<file path="config.mk">
export PLATFORM = sky130hd
export DESIGN_NAME = spi_temp_reader
export DESIGN_NICKNAME = d
export VERILOG_FILES = /design/src/rtl/spi_temp_pkg.sv /design/src/rtl/spi_tick_gen.sv /design/src/rtl/spi_temp_reader.sv
export SDC_FILE = /design/constraint.sdc
export NUM_CORES = 1
export LEC_CHECK = 0
export CAP_MARGIN = 30
export CORE_MARGIN = 10
export CORE_UTILIZATION = 29
export DETAILED_ROUTE_END_ITERATION = 8
export SLEW_MARGIN = 30
export SYNTH_ARGS = -nofsm -noshare
export SYNTH_HDL_FRONTEND = slang
export SYNTH_HIERARCHICAL = 1
export SYNTH_SLANG_ARGS = --single-unit
</file>
<file path="constraint.sdc">
create_clock -name clk_in -period 3 [get_ports clk_in]
set_clock_uncertainty 0.05 [all_clocks]
set_input_delay 0.3 -clock clk_in [delete_from_list [all_inputs] [get_ports clk_in]]
set_output_delay 0.3 -clock clk_in [all_outputs]
set_load 0.005 [all_outputs]
</file>
<file path="src/rtl/spi_temp_pkg.sv">
// Shared types and constants for the SPI temperature-sensor reader.
//   spi_rd_state_t : frame FSM states (idle, CS setup, SCLK high phase, SCLK low phase)
//   FRAME_W_DEF    : default bits per sensor frame
//   DIV_MIN        : smallest legal SCLK half-period in clk_in cycles
package spi_temp_pkg;

    typedef enum logic [1:0] {
        StIdle,
        StSetup,
        StHigh,
        StLow
    } spi_rd_state_t;

    localparam int unsigned FRAME_W_DEF = 16;
    localparam int unsigned DIV_MIN     = 2;

endpackage

</file>
<file path="src/rtl/spi_tick_gen.sv">
// Half-period timer for the SPI reader.
// Counts clk_in cycles and pulses tick for one cycle when the count reaches DIV-1,
// then restarts from zero. A synchronous clear holds the count at zero.
// Ports:
//   clk_in : system clock
//   rst    : asynchronous active-high reset
//   clear  : synchronous clear, also suppresses tick
//   tick   : one-cycle pulse at the end of each DIV-cycle phase
module spi_tick_gen
    import spi_temp_pkg::*;
#(
    parameter int unsigned DIV = 4
) (
    input  logic clk_in,
    input  logic rst,
    input  logic clear,
    output logic tick
);

    localparam int unsigned CW = $clog2(DIV);
    localparam logic [CW-1:0] CNT_LAST = CW'(DIV - 1);

    if (DIV < DIV_MIN) begin : g_bad_div
        $error("spi_tick_gen: DIV below DIV_MIN");
    end

    logic [CW-1:0] cnt_q, cnt_d;

    assign tick = !clear && (cnt_q == CNT_LAST);

    always_comb begin
        cnt_d = cnt_q + CW'(1);
        if (clear || tick) begin
            cnt_d = '0;
        end
    end

    always_ff @(posedge clk_in or posedge rst) begin
        if (rst) begin
            cnt_q <= '0;
        end else begin
            cnt_q <= cnt_d;
        end
    end

endmodule

</file>
<file path="src/rtl/spi_temp_reader.sv">
// SPI initiator that reads one FRAME_W-bit frame from a temperature sensor per request.
// SCLK (mode 0) is produced from a clock-enabled flop; no derived clock is used.
// MISO is shifted in MSB-first on each SCLK rising edge.
// Ports:
//   clk_in : system clock, all logic on its rising edge
//   rst    : asynchronous active-high reset
//   start  : request one frame, sampled only while idle
//   busy   : high from start acceptance until the frame completes
//   done   : one-cycle pulse, data valid from this cycle
//   data   : last completed frame, MSB = first bit received
//   sclk   : SPI clock, idle low
//   cs_n   : chip select, active low
//   miso   : sensor serial data, changes on falling SCLK
module spi_temp_reader
    import spi_temp_pkg::*;
#(
    parameter int unsigned DIV     = 4,
    parameter int unsigned FRAME_W = FRAME_W_DEF
) (
    input  logic               clk_in,
    input  logic               rst,
    input  logic               start,
    output logic               busy,
    output logic               done,
    output logic [FRAME_W-1:0] data,
    output logic               sclk,
    output logic               cs_n,
    input  logic               miso
);

    localparam int unsigned BW = $clog2(FRAME_W);
    localparam logic [BW-1:0] BIT_LAST = BW'(FRAME_W - 1);

    if (DIV < DIV_MIN || DIV > 255) begin : g_bad_div
        $error("spi_temp_reader: DIV must be within 2..255");
    end
    if (FRAME_W < 2) begin : g_bad_frame
        $error("spi_temp_reader: FRAME_W must be at least 2");
    end

    spi_rd_state_t      state_q, state_d;
    logic [BW-1:0]      bit_q, bit_d;
    logic [FRAME_W-1:0] sreg_q, sreg_d;
    logic [FRAME_W-1:0] data_q, data_d;
    logic               sclk_q, sclk_d;
    logic               cs_n_q, cs_n_d;
    logic               busy_q, busy_d;
    logic               done_q, done_d;
    logic               tick;
    logic               tick_clear;

    // Idle keeps the timer parked at zero so each frame starts with a full setup phase.
    spi_tick_gen #(
        .DIV (DIV)
    ) u_tick_gen (
        .clk_in (clk_in),
        .rst    (rst),
        .clear  (tick_clear),
        .tick   (tick)
    );

    always_comb begin
        state_d    = state_q;
        bit_d      = bit_q;
        sreg_d     = sreg_q;
        data_d     = data_q;
        sclk_d     = sclk_q;
        cs_n_d     = cs_n_q;
        busy_d     = busy_q;
        done_d     = 1'b0;
        tick_clear = 1'b0;

        unique case (state_q)
            StIdle: begin
                tick_clear = 1'b1;
                if (start) begin
                    state_d = StSetup;
                    cs_n_d  = 1'b0;
                    busy_d  = 1'b1;
                    bit_d   = '0;
                end
            end
            StSetup: begin
                if (tick) begin
                    state_d = StHigh;
                    sclk_d  = 1'b1;
                    sreg_d  = {sreg_q[FRAME_W-2:0], miso};
                end
            end
            StHigh: begin
                if (tick) begin
                    state_d = StLow;
                    sclk_d  = 1'b0;
                end
            end
            StLow: begin
                if (tick) begin
                    if (bit_q == BIT_LAST) begin
                        state_d = StIdle;
                        cs_n_d  = 1'b1;
                        busy_d  = 1'b0;
                        done_d  = 1'b1;
                        data_d  = sreg_q;
                    end else begin
                        state_d = StHigh;
                        bit_d   = bit_q + BW'(1);
                        sclk_d  = 1'b1;
                        // Sample on the same edge that raises SCLK; the sensor
                        // moved MISO a full half-period earlier.
                        sreg_d  = {sreg_q[FRAME_W-2:0], miso};
                    end
                end
            end
            default: begin
                state_d = StIdle;
            end
        endcase
    end

    always_ff @(posedge clk_in or posedge rst) begin
        if (rst) begin
            state_q <= StIdle;
            bit_q   <= '0;
            sreg_q  <= '0;
            data_q  <= '0;
            sclk_q  <= 1'b0;
            cs_n_q  <= 1'b1;
            busy_q  <= 1'b0;
            done_q  <= 1'b0;
        end else begin
            state_q <= state_d;
            bit_q   <= bit_d;
            sreg_q  <= sreg_d;
            data_q  <= data_d;
            sclk_q  <= sclk_d;
            cs_n_q  <= cs_n_d;
            busy_q  <= busy_d;
            done_q  <= done_d;
        end
    end

    assign sclk = sclk_q;
    assign cs_n = cs_n_q;
    assign busy = busy_q;
    assign done = done_q;
    assign data = data_q;

endmodule

</file>
==> qor.txt <==
Status - finished, final reports clean
CP Max Fanout - 18
Synth top area cells - dfrtp_1, mux2_4, mux2_2
Clk sinks - 44
DRC viols - 0
Vias per cell - 4.59
R2R Setup Slk - 970 ps
Port bufs - 23
Average wire per standard cell - 14.3 um
Antenna cells - 0
Clock Path Buffers - 2
Crit path required time - 3130 ps
Rows - 29
Arr. time, crit path - 2170 ps
Iteration-0 DRC Markers - 90
Post-Synthesis Cells - 132
Vias post-DR - 1084
Vias in the first global route - 1151
Tmin final - 2030 ps
CTS clk-pin slew, worst paths - 90 ps
Antenna violations before repair - 0
Finished Cell Area - 2320 um2
Fraction of layout cells with a size suffix above 1 - 0.277
Die Area - 10300 um2
NumNets Final - 164
Dominant synthesized flop cell - dfrtp_1
Share of the synthesized area in the top cell type - 0.557
Asr flop ratio synth - 1.00
Mapped cell area - 1930 um2
Place WS - 981 ps
Fin crit share - 0.678
First-pass GRT wire length - 5.69 mm
Sequential-to-total area share from yosys stat - 0.570
Post-CTS Setup Bufs - 0
# IOs - 24
Cell Pwr Density - 850 nW/um2
Worst-Skew Late Latency - 300 ps
Syn Area/Cell - 14.6 um2
Drt pass-1 iters - 6
Final Hold Vio Count - 0
Cts hold-fix bufs - 0
Total Wirelength - 3.38 mm
TNS Setup - 0 ps
Max cap viols - 0
Final slew viol count - 0
Die Width - 102 um
CTS tree - built
Core Box Area - 6420 um2
Worst Tran Pin Value - 531 ps
Most frequent cells in the layout - dfrtp_1, clkdlybuf4s50_1, mux2_4
Flop and latch count out of synthesis - 44
Initial Utilization - 0.301
Total GRT Usage - 0.0709
Dpl hpwl - 2.17 mm
Largest net degree at the start of global routing - 43
P&R area growth vs syn - 19.9%
Hold Crit Class - in2async
Dominant cell type by area after synthesis - dfrtp_1
DIE HEIGHT - 102 um
Number of synthesized flops with an enable pin - 0
H-tree depth - 2
Setup violators final - 0
Crit end category - register
CTS root buffer - clkbuf_8
CP startpoint kind - register
Max-Slew Margin vs Limit - 0.646
Max IR drop VDD - 0.481 mV
Mapped Nets - 138
GRT overflow - 0
Post-route ant nets - 0
Synth warn - 6
LEAKAGE - 0.00109 uW
Area post-placement - 2200 um2
Fmax achieved - 492 MHz
Critical path class - reg2reg
Final setup margin - 966 ps
RD Place Congestion - 0.755
RSZ-0062 raised after global routing - false
WHS - 117 ps
CTS buffer count - 5
Commonest non-fill, non-tap cell in the layout - dfrtp_1
PostCTS Resize Cnt - 0
Synth unique cells - 34
==> flip-flops by register name (all words and copies together) (netlist names) <==
signal,count
cs_n,1
busy,1
state_q,2
bit_q,4
done,1
data,16
sreg_q,16
sclk,1
u_tick_gen/cnt_q,2
==> kinds of logic (layout without fill, tap and decap cells) <==
group,count (synthesis),after routing,synth area share
fa+ha+maj,2,2,0.0129
compound gates,15,15,0.0479
flops,44,44,0.570
mux,32,32,0.219
buf+inv,9,36,0.0460
simple gates,30,30,0.104
==> worst max-delay path, cell delays in order (launching register included) <==
cell and delay (ps):
dfrtp_1 500, nor2_1 120, nor2b_1 270, nand2_1 220
nor2_8 370, mux2_2 380
==> routing by layer <==
metal	share of wire	global-route usage
met1	0.45	0.0806
met2	0.46	0.107
met3	0.067	0.0354
met4	0.021	0.0385
met5	0	0
==> report_power, final <==
group	switching (uW)	total [uW]	internal [uW]
registers	138	892	754
logic	258	598	340
clock network	208	480	272
==> path summary, 6_finish.rpt <==
path	startpoint	to	cells past startpoint
hold / removal	rst	u_tick_gen/cnt_q[0]$_DFF_PP0_	2
min in group clk_in	u_tick_gen/cnt_q[0]$_DFF_PP0_	u_tick_gen/cnt_q[0]$_DFF_PP0_	1
hold reg to reg	u_tick_gen/cnt_q[0]$_DFF_PP0_	u_tick_gen/cnt_q[0]$_DFF_PP0_	1
setup reg to reg	state_q[0]$_DFFE_PP0P_	data[12]$_DFFE_PP0P_	5
setup / recovery	state_q[0]$_DFFE_PP0P_	data[12]$_DFFE_PP0P_	5
max in group asynchronous	rst	sreg_q[3]$_DFFE_PP0P_	3
==> area by class of cell <==
cell class                      count  area [um2]
Timing Repair Buffer               25         245
Fill cell                         607        4100
Sequential cell                    44        1100
Multi-Input combinational cell     79         742
Clock buffer                        6        82.6
Inverter                            3        11.3
Tap cell                           77        96.3
Clock inverter                      2        38.8
==> metrics by stage <==
step / instances / power (uW) / util
floorplan: 132 / 1380 / -
global placement: 228 / 1500 / 0.342
detailed placement: 228 / 1500 / 0.342
CTS: 236 / 1990 / 0.361
global route: 236 / 2100 / 0.361
finish: 236 / 1970 / 0.361
==> Yosys cell counts, types with 2 or more instances <==
library cell / n
dfrtp_1: 43
mux2_1: 4
buf_12: 2
nand2_1: 4
nor2b_1: 3
ha_1: 2
mux2_4: 17
o21ai_0: 4
a21oi_1: 5
nand2b_1: 2
nand4_1: 2
nor2_1: 7
nor3_1: 2
nand3_1: 3
inv_1: 3
mux2_2: 11
Note: power is estimated with default switching activity, not from simulation.
